File: config.mk
export PLATFORM = sky130hd
export DESIGN_NAME = seq_mult
export DESIGN_NICKNAME = d
export VERILOG_FILES = /design/src/rtl/seq_mult.sv
export SDC_FILE = /design/constraint.sdc
export NUM_CORES = 1
export LEC_CHECK = 0
export CAP_MARGIN = 20
export CELL_PAD_IN_SITES_DETAIL_PLACEMENT = 1
export CELL_PAD_IN_SITES_GLOBAL_PLACEMENT = 2
export CORE_ASPECT_RATIO = 0.7
export CORE_MARGIN = 5
export CORE_UTILIZATION = 32
export DETAILED_ROUTE_END_ITERATION = 7
export PLACE_DENSITY_LB_ADDON = 0.1
export SETUP_SLACK_MARGIN = 0.3
export SLEW_MARGIN = 20
export SYNTH_ARGS = -nofsm -noshare
export SYNTH_HDL_FRONTEND = slang
export SYNTH_SLANG_ARGS = --single-unit
File: constraint.sdc
create_clock -name clk -period 3.15 [get_ports clk]
set_input_delay 0.315 -clock clk [delete_from_list [all_inputs] [get_ports clk]]
set_output_delay 0.315 -clock clk [all_outputs]
set_load 0.005 [all_outputs]
File: src/rtl/seq_mult.sv
// Iterative shift-and-add multiplier, one partial product per clock.
// Signed mode multiplies magnitudes and negates the final sum when the operand signs differ.
module seq_mult #(
    parameter int WIDTH = 8
) (
    input  logic               clk,
    input  logic               rst,
    input  logic               start,
    input  logic               sgn,
    input  logic [WIDTH-1:0]   a,
    input  logic [WIDTH-1:0]   b,
    output logic               busy,
    output logic               done,
    output logic [2*WIDTH-1:0] q
);

    localparam int CW = $clog2(WIDTH + 1);
    localparam int PW = 2 * WIDTH;

    typedef enum logic {IDLE, RUN} state_t;

    // Handshake: start is taken on a rising edge only while busy=0; busy then stays
    // high for WIDTH cycles, and done pulses for one cycle with q holding the new product.
    state_t          state, state_next;
    logic [CW-1:0]   cnt;
    logic [PW-1:0]   acc;
    logic [PW-1:0]   mcand_sh;
    logic [WIDTH-1:0] mplier_sh;
    logic            neg;

    logic            accept;
    logic            last;
    logic [PW-1:0]   acc_sum;
    logic [WIDTH-1:0] abs_a;
    logic [WIDTH-1:0] abs_b;

    always_ff @(posedge clk or posedge rst) begin
        if (rst) begin
            state <= IDLE;
        end else begin
            state <= state_next;
        end
    end

    always_comb begin
        state_next = state;
        accept     = 1'b0;
        last       = 1'b0;
        // The most negative operand negates to 2^(WIDTH-1), which fits as unsigned.
        abs_a      = (sgn && a[WIDTH-1]) ? -a : a;
        abs_b      = (sgn && b[WIDTH-1]) ? -b : b;
        acc_sum    = acc + (mplier_sh[0] ? mcand_sh : '0);
        case (state)
            IDLE: begin
                if (start) begin
                    accept     = 1'b1;
                    state_next = RUN;
                end
            end
            RUN: begin
                if (cnt == CW'(WIDTH - 1)) begin
                    last       = 1'b1;
                    state_next = IDLE;
                end
            end
            default: state_next = IDLE;
        endcase
    end

    // Multiplicand shifts left and multiplier shifts right each iteration, which is
    // the same as adding mcand << cnt whenever mplier[cnt] is set.
    always_ff @(posedge clk or posedge rst) begin
        if (rst) begin
            busy      <= 1'b0;
            done      <= 1'b0;
            q         <= '0;
            acc       <= '0;
            cnt       <= '0;
            mcand_sh  <= '0;
            mplier_sh <= '0;
            neg       <= 1'b0;
        end else begin
            done <= 1'b0;
            if (accept) begin
                busy      <= 1'b1;
                acc       <= '0;
                cnt       <= '0;
                mcand_sh  <= {{WIDTH{1'b0}}, abs_a};
                mplier_sh <= abs_b;
                neg       <= sgn & (a[WIDTH-1] ^ b[WIDTH-1]);
            end else if (state == RUN) begin
                acc       <= acc_sum;
                cnt       <= cnt + CW'(1);
                mcand_sh  <= mcand_sh << 1;
                mplier_sh <= mplier_sh >> 1;
                if (last) begin
                    q    <= neg ? -acc_sum : acc_sum;
                    done <= 1'b1;
                    busy <= 1'b0;
                end
            end
        end
    end

endmodule

==> out/qor.yml, run 1 <==
status: "completed"
critical_path_class: "register to register"
syn_to_final_growth_pct: 32.3
cts_buffer_depth: 2
clock_sinks: 64
drc: 0
cp.arrival_ns: 3.22
vias: 3734
synth_fp_nets: 526
antenna-diode-count: 0
synth.most_common_cell: "nand2_1"
synth.distinct_cells: 54
grt_antenna_before_repair: 0
core_area_mm2: 0.0126
hold_ws_ns: 0.435
grt_max_degree: 43
clock_latency_ns: 0.33
fillCellCount: 1472
endpoint_kind: "register"
netlist_top_cells_count: "nand2_1 (76), o21ai_0 (74), dfrtp_1 (64)"
wl_per_cell_um: 16.8
worstPathRequired_ns: 3.35
die_y_um: 105
wl_um: 12100
switching_share_pct: 40.4
rows: 34
maxSlewViolCount: 0
cts.reportedPaths.clkPinSlew_ns: 0.06
worstMarginPinSlew_ns: 0.804
peakVddDrop_mv: 0.402
die_w_um: 146
crit_chain: "buf_12 > and2_1 > ha_4 > o211ai_1 > buf_4 > o211ai_4 > a41o_2 > a211oi_4 > or3_4 > o41ai_4 > xnor2_1 > o21ai_1"
postSynthCellCount: 486
leakage_nw: 2.34
start_kind: "register"
place_area_mm2: 0.00491
gr-total-overflow: 0
hold_violations: 0
setup_tns_ns: 0
place_congestion: 0.872
rsz0062_at_grt: "yes"
cell_internal_pwr_mw: 2.87
ys_seq_area_share_pct: 38.5
crit_slowest_cell: "or3_4"
power_frac_comb_pct: 52.2
min_period_over_period_pct: 95.9
slew_headroom_pct: 46.4
reg2reg_depth: 12
crit_buf_inv: 2
cts_tree: "built"
clockPowerShare_pct: 18.4
first_iter_violations: 160
maxCapViolCount: 0
min_path_type: "primary input to asynchronous set/reset pin"
first_pass_iters: 4
synth_edf_count: 0
period_needed_ns: 3.02
layout_setup_ws_ns: 0.130
synth_area_per_cell_um2: 8.57
synth-seq-cells: 64
cts_buffers: 9
utilization_pct: 43.8
max_freq_mhz: 331
slowest_delay_ns: 0.44
syn_area_mm2: 0.00416
r2r_slack_ns: 0.13
pre_cts_ws_ns: 0.0488
hpwl_um: 9040
grt_pass1_wl_um: 20400
drive_above_1_share_pct: 18.8
cts_hold_buf: 0
setup_viol: 0
critical_path_depth: 12
die_area_mm2: 0.0154
fin_nets: 596
synthArstFlopShare_pct: 100
postRouteAntennaNets: 0
skew_ns: 0.00567
seqPwrFrac_pct: 29.4
synth_top_area_cell: "dfrtp_1"
p_per_area_mw_per_mm2: 874
synth_area_leaders: "dfrtp_1 (38%), o21ai_0 (8.9%), nand2_1 (6.9%)"
viasPerCell: 5.17
switchingPower_mw: 1.94
ios: 38
cts_root_buf: "clkbuf_16"
cp_top_family: "compound AO/OA/AOI/OAI gates"
start_util_pct: 33.1
yosys_warnings: 0
htreeDepth: 3
design_area_mm2: 0.00551
synth_top_flop_cell: "dfrtp_1"
synth_top_area_share_pct: 38.5
portBuffers: 37
grt_pass1_vias: 3805
path_max_fanout: 12
track_usage_pct: 16.3
[cells in the final DEF (no fill, tap or decap), types with 9 or more instances in the layout]
cell type        netlist  layout
buf_4                  1      45
a21oi_1               17      15
nor2_1                19      19
xor2_1                15      14
nand3_1               20      20
clkdlybuf4s50_1        0      37
nand2_1               76      76
ha_1                  19      10
ha_4                   0       9
dfrtp_1               64      64
clkbuf_16              0       9
o21ai_0               74      67
inv_1                 12      11
xnor2_1               16      15
and2_1                19      17
nand2b_1              13      13
[layout make-up]
| cell class | count | area, µm² | area share, % |
|---|---|---|---|
| flip-flops and latches | 64 | 1600 | 29.1 |
| clock buffers | 11 | 233 | 4.22 |
| multi-input cells | 384 | 2650 | 48.1 |
| clock inverters | 4 | 22.5 | 0.409 |
| repair buffers | 85 | 751 | 13.6 |
| well taps | 162 | 203 | 3.68 |
| inverters | 12 | 46.3 | 0.840 |
[flip-flops by register name (all words and copies together), names as in the netlist]
name	flops
mplier_sh	8
acc	16
state	1
neg	1
busy	1
done	1
cnt	4
mcand_sh	16
q	16
[worst reg2reg max path: cells and delay by family (launching register included)]
family / cells / cell delay, ns
AOI/OAI and AO/OA: 6 / 1.07
xor gates and xnor gates: 1 / 0.16
adders and majority gates: 1 / 0.29
buffers and inverters: 2 / 0.32
DFF: 1 / 0.42
and+or+nand+nor: 2 / 0.62
[layer usage]
layer	routed length, µm	up-vias	track usage [%]	part of all wire, %
met3	404	5	3.90	3.3
met2	4970	39	22.7	41
met5	0	-	0	0
met1	6700	1835	25.4	55
li1	-	1855	-	-
met4	67	0	3.22	0.55
[final timing paths]
check | from | to
max | mplier_sh[0]$_DFFE_PP0P_ | q[15]$_DFFE_PP0P_
min | rst | mcand_sh[6]$_DFFE_PP0P_
max reg2reg | mplier_sh[0]$_DFFE_PP0P_ | q[15]$_DFFE_PP0P_
min reg2reg | q[5]$_DFFE_PP0P_ | q[5]$_DFFE_PP0P_
max in group asynchronous | rst | q[7]$_DFFE_PP0P_
min in group clk | q[5]$_DFFE_PP0P_ | q[5]$_DFFE_PP0P_
[metrics by stage]
step | power [mW] | cells
3_3_place_gp | 3.56 | 691
5_1_grt | 5.22 | 722
4_1_cts | 4.78 | 720
3_5_place_dp | 3.64 | 691
6_report | 4.81 | 722
2_1_floorplan | 2.74 | 486
[power by group through the flow]
stage | clock network (mW) | logic (mW) | registers [mW]
floorplan | 0 | 1.42 | 1.32
finish | 0.884 | 2.51 | 1.42
global route | 0.952 | 2.80 | 1.47
detailed placement | 0 | 2.23 | 1.41
global placement | 0 | 2.16 | 1.39
CTS | 0.918 | 2.44 | 1.42
[kinds of logic after synthesis]
group                    synth area share [%]
AO/OA/AOI/OAI                            22.1
XOR/XNOR                                 6.91
adder cells (fa/ha/maj)                  6.19
buffers and inverters                    3.64
flip-flops                               38.5
multiplexers                            0.962
AND/OR/NAND/NOR                          21.8
[timing repair]
action	in CTS	in global routing
pin swaps	22	5
setup buffers	14	2
resized for setup	29	14
setup endpoints to repair	7	11
Power figures use the tool's default switching activity.
==> run 2: changes to the inputs <==
- ABC_CLOCK_PERIOD_IN_PS: not set -> 3150
- CAP_MARGIN: 20 -> not set
==> results of run 2 <==
No change in the layout: final DEF, timing and power equal those of run 1.
